File: src/rtl/x_cmd_initiator.sv
// Host-side initiator for the 64-bit UART command protocol: sends one command as 8 bytes,
// optionally waits for a single reply byte, and reports done / reply / timeout.
//
// Handshakes: a transfer happens on a cycle where valid and the matching accept are both high.
// The valid side holds its data stable until that cycle. Strobe inputs (i_rx_valid) are
// single-cycle and have no back-pressure.
module x_cmd_initiator #(
  parameter bit MSB_FIRST = 1'b1,
  parameter int RSP_BIT   = 60,
  parameter int TO_W      = 16,
  parameter int TO_CYCLES = 50000
) (
  input  logic        i_clk,
  input  logic        i_rst,
  input  logic        i_valid,
  output logic        o_accept,
  input  logic [63:0] i_cmd,
  output logic        o_tx_valid,
  output logic [7:0]  o_tx_data,
  input  logic        i_tx_accept,
  input  logic        i_rx_valid,
  input  logic [7:0]  i_rx_data,
  output logic        o_done,
  output logic        o_rsp_valid,
  output logic [7:0]  o_rsp_data,
  output logic        o_timeout,
  output logic        o_busy,
  output logic [1:0]  o_state
);

  typedef enum logic [1:0] {
    IDLE     = 2'd0,
    SEND     = 2'd1,
    WAIT_RSP = 2'd2,
    DONE     = 2'd3
  } state_t;

  localparam logic [TO_W-1:0] TO_LAST = TO_W'(TO_CYCLES - 1);

  state_t          state;
  logic [63:0]     sreg;
  logic            rsp_req;
  logic [2:0]      count;
  logic [TO_W-1:0] to_cnt;

  always_ff @(posedge i_clk or negedge i_rst) begin
    if (!i_rst) begin
      state       <= IDLE;
      sreg        <= '0;
      rsp_req     <= 1'b0;
      count       <= '0;
      to_cnt      <= '0;
      o_tx_valid  <= 1'b0;
      o_done      <= 1'b0;
      o_rsp_valid <= 1'b0;
      o_rsp_data  <= '0;
      o_timeout   <= 1'b0;
    end else begin
      o_done      <= 1'b0;
      o_rsp_valid <= 1'b0;
      o_timeout   <= 1'b0;
      case (state)
        IDLE: begin
          if (i_valid) begin
            sreg       <= i_cmd;
            rsp_req    <= i_cmd[RSP_BIT];
            count      <= '0;
            o_tx_valid <= 1'b1;
            state      <= SEND;
          end
        end
        SEND: begin
          if (i_tx_accept) begin
            sreg  <= MSB_FIRST ? {sreg[55:0], 8'h00} : {8'h00, sreg[63:8]};
            count <= count + 3'd1;
            if (count == 3'd7) begin
              o_tx_valid <= 1'b0;
              if (rsp_req) begin
                to_cnt <= '0;
                state  <= WAIT_RSP;
              end else begin
                o_done <= 1'b1;
                state  <= DONE;
              end
            end
          end
        end
        WAIT_RSP: begin
          // A reply arriving on the final timeout cycle still counts as a reply.
          if (i_rx_valid) begin
            o_rsp_data  <= i_rx_data;
            o_rsp_valid <= 1'b1;
            o_done      <= 1'b1;
            state       <= DONE;
          end else if (to_cnt == TO_LAST) begin
            o_timeout <= 1'b1;
            o_done    <= 1'b1;
            state     <= DONE;
          end else begin
            to_cnt <= to_cnt + 1'b1;
          end
        end
        DONE:    state <= IDLE;
        default: state <= IDLE;
      endcase
    end
  end

  assign o_tx_data = MSB_FIRST ? sreg[63:56] : sreg[7:0];
  assign o_accept  = (state == IDLE);
  assign o_busy    = (state != IDLE);
  assign o_state   = state;

endmodule

File: config.mk
export PLATFORM = sky130hd
export DESIGN_NAME = x_cmd_initiator
export DESIGN_NICKNAME = d
export VERILOG_FILES = /design/src/rtl/x_cmd_initiator.sv
export SDC_FILE = /design/constraint.sdc
export NUM_CORES = 1
export LEC_CHECK = 0
export CORE_MARGIN = 10
export CORE_UTILIZATION = 46
export DETAILED_ROUTE_END_ITERATION = 7
export PLACE_DENSITY_LB_ADDON = 0.3
export SYNTH_ARGS = -nofsm -noshare
export SYNTH_HDL_FRONTEND = slang
export SYNTH_SLANG_ARGS = --single-unit
File: constraint.sdc
create_clock -name i_clk -period 2 [get_ports i_clk]
set_clock_uncertainty 0.15 [all_clocks]
set_input_delay 0.6 -clock i_clk [delete_from_list [all_inputs] [get_ports i_clk]]
set_output_delay 0.6 -clock i_clk [all_outputs]
set_load 0.03 [all_outputs]
== Yosys cells after proc, flatten, opt, wreduce, memory -nomap -nowiden ==
Index checks and enable logic that the tools add are counted.

* Flip-flop bits (word level): 98
* Latch bits: 0
* RAM bits: 0
* Memory bits (read-only): 0
* Input bits: 77
* Word-level logic and storage cells: 67
* Memories kept: 0

* Add/sub/neg operators: 2
* Multipliers: 0
* Divide/modulo/power cells: 0
* $lt $le $gt $ge: 0
* Equality and inequality tests: 12
* Shift operators: 0
* Muxes and demuxes: 33
* Bitwise gates (word level): 0
* Reduce and logical (&&, ||, !) cells: 10

{| class="wikitable"
|+ Operators with widths
! cell !! count
|-
| 2-to-1 mux 64 bit || 2
|-
| one-hot mux 64 bit (2 select lines) || 1
|-
| 2-to-1 mux 16 bit || 5
|-
| one-hot mux 16 bit (2 select lines) || 1
|-
| adder 16 x 1 -> 16 bit, second input constant || 1
|-
| == test 16 bit, second input constant || 1
|-
| 2-to-1 mux 1 bit || 13
|-
| != test 2 bit, second input constant || 6
|-
| 2-to-1 mux 2 bit || 5
|-
| one-hot mux 2 bit (4 select lines) || 1
|-
| AND reduction 4 bit || 2
|-
| 2-to-1 mux 3 bit || 2
|-
| one-hot mux 3 bit (2 select lines) || 1
|-
| AND reduction 6 bit || 1
|-
| nonzero test 2 bit || 3
|-
| == test 2 bit, second input constant || 2
|-
| one-hot mux 1 bit (2 select lines) || 2
|-
| AND reduction 2 bit || 2
|-
| adder 3 x 1 -> 3 bit, second input constant || 1
|-
| == test 3 bit, second input constant || 1
|-
| != test 3 bit, second input constant || 1
|-
| AND reduction 3 bit || 1
|-
| == test 2 x 1 -> 1 bit, second input constant || 1
|-
| logical NOT 2 bit || 1
|}

== Logic depth before layout (Yosys ltp) ==
Gate-level depths: netlist (run 1).

* Word-level depth: 4
* Depth in mapped cells: 8
* Mapped depth without buffers: 6

== Worst setup path after synthesis (run 1) ==
OpenSTA, ideal clock, no wires.

* Path type: reg-to-reg
* Start point: register state[0] (netlist: o_state[0])
* End point: register count[1]
* Arrival time: 2.143 ns
* Data required time: 1.767 ns
* Setup slack: -0.376 ns
* Stages on the path, launching flop included: 9
* Clock period less this slack: 2.376 ns
* Cells stage by stage: dfrtp_1 > inv_1 > ha_1 > inv_1 > o21ai_2 > buf_2 > buf_2 > nand2_1 > o21ai_0

* Cells in the longest elaborated chain, start to end: 3
* Elaborated cells between the ends (all ways): 7
* Those cells by class: eq/ne (3); mux (1); reduce/logical (3)

{| class="wikitable"
|+ RTL lines
! what !! RTL line !! source
|-
| start: declaration || 40 || <nowiki>state_t state;</nowiki>
|-
| start signal: assignment || 48 || <nowiki>state <= IDLE;</nowiki>
|-
| start signal: assignment || 69 || <nowiki>state <= SEND;</nowiki>
|-
| start signal: assignment || 80 || <nowiki>state <= WAIT_RSP;</nowiki>
|-
| logical NOT 2 bit (*) || n/a ||
|-
| via o_accept || 16 || <nowiki>output logic o_accept,</nowiki>
|-
| != test 2 bit (no source line) or nonzero test 2 bit (tied branches) || n/a ||
|-
| AND reduction 3 bit (no source line) || n/a ||
|-
| end signal: assignment || 75 || <nowiki>count <= count + 3'd1;</nowiki>
|-
| end: declaration || 43 || <nowiki>logic [2:0] count;</nowiki>
|}

The timed path passes the listed nets; every way through them passes the cells marked *.
A chain may end at the register's enable or synchronous reset.

== Worst setup path after layout (run 1) ==
* Start point: register state[0] (netlist: o_state[0])
* End point: output port o_busy

* Cells in the longest elaborated chain, start to end: 1

{| class="wikitable"
|+ RTL lines
! what !! RTL line !! source
|-
| nonzero test 2 bit || 111 || <nowiki>assign o_busy = (state != IDLE);</nowiki>
|-
| end: declaration || 27 || <nowiki>output logic o_busy,</nowiki>
|}

No other way between the ends.

==> results of run 1 <==
==> routing by layer <==
layer,global-route usage,up-vias
met1,0.2002,1826
met4,0.06334,0
met5,0,-
met2,0.2463,103
li1,-,1870
met3,0.03330,10
==> cell type report <==
class                   instances  area [µm²]
clock buffers                  12       145.1
clock inverters                 4       51.30
fillers                       837        3675
inverters                       9       47.55
multi-input cells             313        2152
flip-flops and latches         98        2455
well taps                     136       170.2
repair buffers                148        1489
==> worst max-delay path: cells and delay by family, from the launching register on <==
| kind | cells | cell delay, ns |
|---|---|---|
| buf+inv | 3 | 0.31 |
| flops | 1 | 0.44 |
| fa+ha+maj | 1 | 0.16 |
==> cells in the mapped netlist, types with 4 or more instances <==
cell      number
buf_4          8
mux2i_1       57
o211ai_1       4
nand3_1       16
nor2_1         4
clkbuf_1      11
a21o_1         6
nand2_1       82
buf_2         12
o21ai_0       62
dfrtp_1       98
a22o_1         8
inv_1          8
mux2_2        11
or4_1          5
ha_1           7
a31oi_1       10
==> what timing repair did <==
action | 4_1_cts | 5_1_grt
cloned | 0 | 2
setup buffers | 5 | 1
endpoints found under the hold margin | 8 | 0
pin swaps | 1 | 2
resized for setup | 29 | 12
hold buffers | 1 | 0
setup endpoints to repair | 24 | 34
==> through the flow <==
stage                     instance area, µm²   TNS (ns)  hold WS [ns]  setup WS, ns  total power [W]
after detailed placement                6188     -19.86        0.2987       -0.3754         0.007909
after floorplan                         4783          0        0.1544      0.008695         0.006290
final                                   6510  -0.007758        0.3360     -0.007758         0.009322
after CTS                               6419   -0.03131        0.3410      -0.02910         0.009177
after global routing                    6510    -0.1542        0.3606      -0.07350          0.01004
after global placement                  6188     -18.21        0.2968       -0.3462         0.007764
==> path summary, 6_finish.rpt <==
kind                            start    endpoint  slack, ns  depth (start not counted)
setup reg to reg           o_state[0]    sreg[59]       0.07                          7
hold / removal               sreg[58]    sreg[58]       0.34                          2
setup / recovery           o_state[0]      o_busy     -0.008                          4
min in group asynchronous       i_rst    sreg[35]       0.48                          2
max in group asynchronous       i_rst  o_state[1]       0.71                          3
hold reg to reg              sreg[58]    sreg[58]       0.34                          2
==> cell families (layout without fill, tap and decap cells) <==
family,after synthesis,in the layout
buf+inv,40,173
flops,98,98
simple gates,130,130
compound gates,108,108
fa+ha+maj,7,7
mux,68,68
==> flip-flops by register name, summed over array words and instances (netlist names) <==
signal	flops
sreg	64
to_cnt	16
o_rsp_data	8
count	3
o_state	2
o_done	1
o_rsp_valid	1
o_timeout	1
o_tx_valid	1
rsp_req	1
==> power by group <==
group,internal (W),switching [W]
combinational,0.00222,0.00250
sequential,0.00282,0.000493
clock,0.000614,0.000665
total,0.00566,0.00366
==> impl_metrics.toml, run 1 <==
[synth]
syn_area_per_cell_um2 = 10.52
synthMuxAreaShare = 0.1464
syn_inst = 451
synth_top_family_by_area = "multiplexers"
ys_top_cells_by_area = "dfrtp_1, mux2i_1, o21ai_0"
syn-num-nets = 535
synth_top_cell_area_share = 0.5170
syn-cell-area_um2 = 4743
synth_fa_ha_area_frac = 0.01846
synth_top_cell_by_area = "dfrtp_1"
seq_area_frac_synth = 0.5170
synth_xor_xnor_area_share = 0
ys_types = 43
synth-simple-area-share = 0.1340
synth_edf_count = 0
synthFlopType = "dfrtp_1"
ys_ff_latch = 98
ys.warnings.count = 0
synth-compound-area-share = 0.1430
async_flop_share = 1.000

[grt]
grt_first_pass_wirelength_um = 18680
antenna_found_initial = 0
grt-ovfl-total = 0
grt_max_degree = 51
first_global_vias = 3847
grt_usage = 0.1544

[route]
first_iter_violations = 251
vias_per_cell = 5.290
dr_total_vias = 3809
drt-pass1-iter-count = 4
met1_length_um = 5266
drc_errors = 0
detail-route-antenna-nets = 0
wire_per_inst_um = 15.96
wl_met2_um = 5438
routed_wl_um = 11490
top_layer = "met4"
wl_met3_um = 612

[placed_design]
gp_congestion = 0.8347
hpwl_um = 8435
numPortBuffers = 100
dp.cells = 695

[clock_tree]
cts-buffers-inserted = 9
cts_root_buffer = "clkbuf_8"
cts_tree = "yes"
clk_path_buf_depth = 2
path_clk_slew_ns = 0.09
clock_sinks = 98
h-tree-depth = 3
clk_latency_ns = 0.36

[final_layout]
syn_to_final_growth_pct = 37.25
layout_common_cells = "dfrtp_1, nand2_1, clkdlybuf4s50_1, o21ai_0, mux2i_1"
nNetsFinal = 663
antennaDiodeCount = 0
utilization = 0.6392
drive_above_1_share = 0.1661
final_common_cell = "dfrtp_1"
stdcell_count = 720

[setup_path]
path_class = "reg -> out"
critPathLaunchType = "flop"
crit_arrival_ns = 1.26
worst_ep_required_time_ns = 1.25
endpoint_kind = "primary output"
crit_chain = "inv_4, ha_4, clkinvlp_4, buf_6"
cp_slowest_cell = "dfrtp_2"
critPathMaxStageDelay_ns = 0.44
crit_fanout = 4

[pwr]
ir_worst_vdd_mv = 1.189
p_leak_nw = 2.920
p_per_area_nw_per_um2 = 1432

[floorplan]
dieArea_um2 = 14770
ios = 101
num_rows = 37
die_h_um = 121.5
fp.dieW_um = 121.5
coreArea_um2 = 10180
start_util = 0.4657

[timing]
fin_crit_ns = 2.008
layout_worst_path_cycle_share = 1.004
worst_pin_slew_ns = 0.3692
timing.final.ws_setup_ns = -0.007758
hold_viol_final = 0
slew_viol_final = 0
rsz0062_at_grt = "yes"
max_slew_margin = 0.7504
max_freq_ghz = 0.4981
finalSetupViolations = 1

[run_status]
status = "finished, violations left"
violations = "setup timing"

[run]
cap_violations = 0

[min_path]
hold_class = "reg -> reg"
Note: power is estimated with default switching activity, not from simulation.
==> inputs of run 2 (changes only) <==
- SKIP_CTS_REPAIR_TIMING: not set -> 1
- SLEW_MARGIN: not set -> 0
==> run 2 against run 1 <==
Effect of this change:
- the run still ends with setup timing left
- fmax fell by 1.0%
- critical path depth stayed put
- sequential power hardly changed
- cell count is 0.42% higher
- register-to-register slack got worse by 0.05 ns
- critical path type unchanged
==> impl_metrics.toml, run 2 (synthesized netlist as in run 1, its figures left out) <==
[final_layout]
stdcell_count = 723
syn_to_final_growth_pct = 40.49
antennaDiodeCount = 0
filler_cell_count = 809
drive_above_1_share = 0.1704
final_common_cell = "dfrtp_1"
largest_reg_flops = 64
layout_common_cells = "dfrtp_1, nand2_1, clkdlybuf4s50_1, o21ai_0, mux2i_1"
final_area_um2 = 6664
top_register = "sreg"
largest_registers = "sreg (64), to_cnt (16), o_rsp_data (8)"
nNetsFinal = 666

[pwr]
sw_frac_of_total = 0.3896
ir_worst_vdd_mv = 0.9806
power_frac_seq = 0.345
finalPower_w = 0.009646
switchingPower_w = 0.003758
p_leak_nw = 3.152
pwr-share-comb = 0.521
p_int_w = 0.005887
pwr-share-clk = 0.134
p_per_area_nw_per_um2 = 1447

[route]
drt-pass1-iter-count = 4
detail-route-antenna-nets = 0
dr_total_vias = 3839
first_iter_violations = 222
vias_per_cell = 5.310
drc_errors = 0
routed_wl_um = 12050
wire_per_inst_um = 16.67

[placed_design]
dp.cells = 695
place_area_um2 = 6188
numPortBuffers = 100
gp_congestion = 0.8347
hpwl_um = 8435

[setup_path]
path_class = "reg -> out"
worst_ep_required_time_ns = 1.25
critPathLaunchType = "flop"
crit_fanout = 4
reg2reg_slack_ns = 0.02
endpoint_kind = "primary output"
crit_arrival_ns = 1.28
crit_family = "flip-flops"
path_buf_inv = 3
cp_slowest_cell = "dfrtp_2"
crit_chain = "inv_4, ha_4, clkinvlp_4, buf_6"
critPathMaxStageDelay_ns = 0.45

[floorplan]
die_h_um = 121.5
ios = 101
coreArea_um2 = 10180
num_rows = 37
dieArea_um2 = 14770
start_util = 0.4657
fp.dieW_um = 121.5

[grt]
grt_usage = 0.1531
grt_first_pass_wirelength_um = 18510
grt_max_degree = 51
antenna_found_initial = 0
grt-ovfl-total = 0
first_global_vias = 3819

[clock_tree]
clock_sinks = 98
clk_path_buf_depth = 2
h-tree-depth = 3
path_clk_slew_ns = 0.09
cts-buffers-inserted = 9
cts_root_buffer = "clkbuf_8"
cts_tree = "yes"
clk_latency_ns = 0.36

[timing]
max_freq_ghz = 0.4929
max_slew_margin = 0.6194
layout_worst_path_cycle_share = 1.014
rsz0062_at_grt = "yes"
hold_viol_final = 0
fin_crit_ns = 2.029
worst_pin_slew_ns = 0.5689
slew_viol_final = 0
finalSetupViolations = 1
timing.final.ws_setup_ns = -0.02891

[run_status]
status = "finished, violations left"
violations = "setup timing"

[run]
cap_violations = 0

[min_path]
hold_class = "reg -> reg"
run 2: cell count changes in the layout (fill, tap and decap cells not counted), sizes merged:
cell          before  now
dlymetal6s2s       2   24
clkbuf            14   15
dlygate4sd2       20    0
run 2: area by class of cell:
cell class                      instances  area (µm²)  share of cell area
Clock buffer                           12       145.1             0.02178
Timing Repair Buffer                  151        1632              0.2448
Multi-Input combinational cell        313        2163              0.3246
Inverter                                9       47.55            0.007135
Sequential cell                        98        2455              0.3684
Clock inverter                          4       51.30            0.007698
Tap cell                              136       170.2             0.02554
run 2: metal layers:
metal	GRT usage	part of all wire	vias up
li1	-	-	1874
met1	0.1986	0.45	1857
met2	0.2439	0.48	96
met3	0.03284	0.046	12
met4	0.06334	0.015	0
met5	0	0	-
run 2: stage by stage:
step / setup TNS, ns / hold WS (ns) / util / setup slack, ns
CTS: -4.058 / -0.1056 / 0.6269 / -0.2611
global placement: -18.21 / 0.2968 / 0.6076 / -0.3462
detailed placement: -19.86 / 0.2987 / 0.6076 / -0.3754
global route: -0.1808 / 0.3605 / 0.6543 / -0.09018
floorplan: 0 / 0.1544 / - / 0.008695
finish: -0.02891 / 0.3337 / 0.6543 / -0.02891
run 2: path summary, 6_finish.rpt:
check | from | end | depth (start not counted)
worst min register to register | sreg[58] | sreg[58] | 2
max in group asynchronous | i_rst | o_state[1] | 3
worst min-delay path | sreg[58] | sreg[58] | 2
min in group asynchronous | i_rst | sreg[28] | 2
worst max-delay path | o_state[0] | o_busy | 4
worst max register to register | o_state[0] | to_cnt[14] | 7
run 2: power groups by stage:
| stage | Combinational, W | Sequential, W | Clock (W) |
|---|---|---|---|
| after floorplan | 0.00281 | 0.00348 | 0 |
| after global placement | 0.00443 | 0.00334 | 0 |
| after detailed placement | 0.00452 | 0.00339 | 0 |
| after CTS | 0.00454 | 0.00334 | 0.00133 |
| after global routing | 0.00550 | 0.00344 | 0.00142 |
| final | 0.00502 | 0.00333 | 0.00129 |
run 2: worst reg2reg max path: stages, from the launching register on:
cell and delay (ns):
dfrtp_2 0.45, buf_4 0.16, ha_4 0.20, buf_6 0.14
a21o_4 0.23, buf_4 0.13, o41a_1 0.29, a31oi_1 0.15
==> inputs of run 3 (changes only) <==
- PLACE_DENSITY: not set -> 0.76
- PLACE_DENSITY_LB_ADDON: 0.3 -> not set
==> run 3 against run 2 <==
Effect of this change:
- the flow still finishes with violations (setup timing)
- via count is 0.16% higher
- cell count down 1.2%
- hold slack lost 0.22 ns
- sequential share of layout area increased by 1.1 points
- cell area is 2.9% lower
==> impl_metrics.toml, run 3 (synthesized netlist as in run 1, its figures left out) <==
[placed_design]
numPortBuffers = 100
place_area_um2 = 6101
gp_congestion = 0.8674
hpwl_um = 8509
dp.cells = 690

[setup_path]
reg2reg_slack_ns = 0.05
crit_fanout = 5
crit_arrival_ns = 1.29
path_class = "reg -> out"
worst_ep_required_time_ns = 1.25
endpoint_kind = "primary output"
critPathLaunchType = "flop"

[timing]
max_freq_ghz = 0.4900
layout_worst_path_cycle_share = 1.020
fin_crit_ns = 2.041
finalSetupViolations = 1
max_slew_margin = 0.6317
timing.final.ws_setup_ns = -0.04085
slew_viol_final = 0
hold_viol_final = 0
holdWs_ns = 0.1167
rsz0062_at_grt = "yes"
worst_pin_slew_ns = 0.5504

[min_path]
hold_class = "in -> async"

[pwr]
switchingPower_w = 0.003712
pwr-share-comb = 0.497
p_per_area_nw_per_um2 = 1418
sw_frac_of_total = 0.4045
pwr-share-clk = 0.138
p_leak_nw = 3.056
power_frac_seq = 0.365
ir_worst_vdd_mv = 1.166
p_int_w = 0.005465

[run_status]
violations = "setup timing"
status = "finished, violations left"

[route]
dr_total_vias = 3845
vias_per_cell = 5.385
drc_errors = 0
wire_per_inst_um = 16.52
first_iter_violations = 243
detail-route-antenna-nets = 0
drt-pass1-iter-count = 6
routed_wl_um = 11790

[final_layout]
largest_reg_flops = 64
final_common_cell = "dfrtp_1"
nNetsFinal = 657
antennaDiodeCount = 0
top_register = "sreg"
syn_to_final_growth_pct = 36.40
drive_above_1_share = 0.1609
stdcell_count = 714
layout_common_cells = "dfrtp_1, nand2_1, clkdlybuf4s50_1, o21ai_0, mux2i_1"
largest_registers = "sreg (64), to_cnt (16), o_rsp_data (8)"
final_area_um2 = 6470

[floorplan]
start_util = 0.4657
fp.dieW_um = 121.5
dieArea_um2 = 14770
die_h_um = 121.5
num_rows = 37
coreArea_um2 = 10180
ios = 101

[clock_tree]
path_clk_slew_ns = 0.10
cts-buffers-inserted = 9
clk_path_buf_depth = 2
clk_latency_ns = 0.36
h-tree-depth = 3
clock_sinks = 98
cts_tree = "yes"
cts_root_buffer = "clkbuf_8"

[grt]
first_global_vias = 3811
antenna_found_initial = 0
grt_first_pass_wirelength_um = 18970
grt_max_degree = 99
grt_usage = 0.1554
grt-ovfl-total = 0

[run]
cap_violations = 0
==> run 3: worst max-delay path: stages (launching register included) <==
cell and delay, ns:
dfrtp_2 0.46, inv_4 0.09, ha_4 0.15, clkinvlp_4 0.08, buf_6 0.14
==> run 3: area by class of cell <==
class	instances	area (µm²)
Inverter	9	47.55
Tap cell	136	170.2
Multi-Input combinational cell	313	2157
Clock inverter	6	56.30
Fill cell	848	3715
Timing Repair Buffer	142	1446
Sequential cell	98	2455
Clock buffer	10	137.6
==> run 3: final timing paths <==
kind,end,start,cells past startpoint
worst max-delay path,o_busy,o_state[1],4
worst min-delay path,sreg[37],i_rst,2
worst max register to register,to_cnt[9],o_state[0],6
worst min register to register,sreg[35],sreg[35],2
max in group asynchronous,o_state[0],i_rst,2
min in group i_clk,sreg[35],sreg[35],2
==> run 3: routing by layer <==
metal	share of wire	GRT usage	vias up	wire [µm]
met2	0.49	0.2578	102	5812
met3	0.048	0.03284	10	570
met1	0.45	0.1998	1862	5272
met4	0.012	0.04694	0	138
met5	0	0	-	0
li1	-	-	1871	-
==> run 3: per-stage QoR <==
stage                 util  power, W  TNS (ns)  setup slack, ns
floorplan                -  0.006290         0         0.008695
global placement    0.5990  0.007619    -18.06          -0.3716
detailed placement  0.5990  0.007780    -19.80          -0.4030
CTS                 0.6181  0.009048    -4.053          -0.2550
global route        0.6353  0.009853   -0.2389         -0.09168
finish              0.6353  0.009177  -0.04085         -0.04085
==> run 3: power by group through the flow <==
stage | combinational [W] | clock [W] | sequential [W]
global route | 0.00503 | 0.00138 | 0.00344
detailed placement | 0.00439 | 0 | 0.00339
CTS | 0.00441 | 0.00129 | 0.00335
global placement | 0.00428 | 0 | 0.00334
floorplan | 0.00281 | 0 | 0.00348
finish | 0.00456 | 0.00127 | 0.00335
==> RTL edit (config.mk and constraints of run 1) <==
Put a register stage on the outputs `o_accept`, `o_tx_data` and `o_busy`. The values now appear one clock later. The other outputs are not delayed to match.
--- a/src/rtl/x_cmd_initiator.sv
+++ b/src/rtl/x_cmd_initiator.sv
@@ -107,7 +107,9 @@
   end
 
-  assign o_tx_data = MSB_FIRST ? sreg[63:56] : sreg[7:0];
-  assign o_accept  = (state == IDLE);
-  assign o_busy    = (state != IDLE);
+  always_ff @(posedge i_clk) begin
+    o_accept  <= (state == IDLE);
+    o_tx_data <= MSB_FIRST ? sreg[63:56] : sreg[7:0];
+    o_busy    <= (state != IDLE);
+  end
   assign o_state   = state;
 
Check against the original RTL: not equivalent (a bounded check fails within 4 cycles, from zero or initial values and one cycle with i_rst low).
==> RTL edit against run 1 <==
The flow still finishes with violations (setup timing); via count grew 3.9%; cell area is 7.5% higher; fmax fell by 8.7%; non-clock buffer count is 19 higher; synthesized cell count shrank 0.67%; global-route usage grew 1.2 points; sequential cell count is 10 higher; core utilization up 3.8 points; largest power group unchanged; synthesized area rose by 2.8%; power up 10%; setup slack got worse by 0.19 ns; wire length up 12%.
==> RTL edit: results (changes against run 1) <==
run status finished, violations left; violations in the final reports setup timing; adder and majority gate portion of the synthesized area 1.796% (-0.051 points); Global Route Usage Sum 16.65% (+1.2 points); crit path DAT 2.32 ns (+1.06 ns); family with the most delay on the worst path simple AND/OR/NAND/NOR gates; Largest stage delay, worst path 0.59 ns (+0.15 ns); routability congestion estimate from global placement 0.8248 (-1.2%); number of inserted filler cells in the final layout 788 (-5.9%); final worst-path setup slack -0.2001 ns (-0.1924 ns); average wire per cell in the routed design 17.44 um (+9.2%); fraction of layout instances using a drive strength above 1 21.72% (+5.1 points); violation count after the first detailed-routing iteration 209 (-17%); multiplexer area fraction after synthesis 14.85% (+0.21 points); clock latency on the worst-skew pair 0.38 ns (+0.02 ns); Leak Pwr 0.003025 uW (+3.6%); Slew @ Worst Pin 0.3999 ns (+0.03072 ns); HPWL after detailed placement 8398 um (-0.44%); Yosys cell types 45 (+4.7%); cell with the largest stage delay on the worst path or4_4; most area-consuming cells after synthesis dfrtp_1 (50%), mux2i_1 (12%), o21ai_0 (6.0%), nand2_1 (5.4%), dfxtp_1 (4.1%); final-report setup violation count 22 (+21); vias per inst 5.355 (+1.2%); pre-CTS worst setup slack -0.6526 ns (-0.2772 ns); portion of the post-synthesis area used by sequential elements 54.39% (+2.7 points); total nets after synthesis 532 (-0.56%); first-pass GRT wire length 20,410 um (+9.3%)
[RTL edit: changes by cell type after synthesis, sizes merged, moves of 4 or more]
cell	delta
a21o	-4
a21oi	+11
a31oi	-10
dfxtp	+10
o21ai	-5
nand2	-12
or4	+6
clkbuf	+10
o31ai	+9
nand3	-7
buf	-12
[RTL edit: layout make-up]
cell class / count / area share (%)
inverters: 6 / 0.3219
flip-flops and latches: 108 / 37.95
multi-input cells: 306 / 32.18
well taps: 136 / 2.432
clock inverters: 4 / 0.7870
repair buffers: 167 / 24.25
clock buffers: 12 / 2.075
[RTL edit: metrics by stage]
step                      hold slack [ns]  instances  TNS [ns]  cell area, sq um  utilization, %
final                              0.2284        739    -2.034              6995           67.76
after global routing               0.2408        739    -4.061              6995           67.76
after CTS                          0.2300        731    -1.640              6795           65.82
after detailed placement           0.2079        703    -19.55              6395           61.94
after global placement             0.2021        703    -17.34              6395           61.94
after floorplan                    0.1544        448    -2.432              4937               -
[RTL edit: repair_timing]
action | 4_1_cts | 5_1_grt
pin swaps | 12 | 3
setup endpoints to repair | 98 | 82
cloned | 2 | 4
endpoints found under the hold margin | 19 | 0
gates resized for setup | 48 | 44
buffers inserted | 9 | 7
hold buffers | 1 | 0
[RTL edit: cells by family (layout without fill, tap and decap cells)]
| logic type | Yosys count | after routing |
|---|---|---|
| simple gates | 122 | 122 |
| buf+inv | 35 | 189 |
| mux | 71 | 71 |
| compound gates | 105 | 106 |
| flops | 108 | 108 |
| fa+ha+maj | 7 | 7 |
[RTL edit: path summary, 6_finish.rpt]
check	startpoint	endpoint	slack [ns]	cells after the start
worst max register to register	to_cnt[5]	to_cnt[4]	-0.20	4
worst max-delay path	to_cnt[5]	to_cnt[4]	-0.20	4
max in group asynchronous	i_rst	rsp_req	0.66	3
worst min register to register	sreg[60]	o_tx_data[4]	0.23	0
worst min-delay path	sreg[60]	o_tx_data[4]	0.23	0
min in group asynchronous	i_rst	sreg[15]	0.49	2
[RTL edit: metal layers]
layer  vias up  GRT usage [%]  wire [um]
li1       1913              -          -
met3        19          4.421        823
met4         0          6.041        209
met2       107          26.54       6235
met5         -              0          0
met1      1918          21.46       5617
[RTL edit: report_power, final]
part	leakage [uW]	internal [uW]	switching (uW)
clock	0.0000976	625	775
sequential	0.00127	3100	515
combinational	0.00166	2570	2680
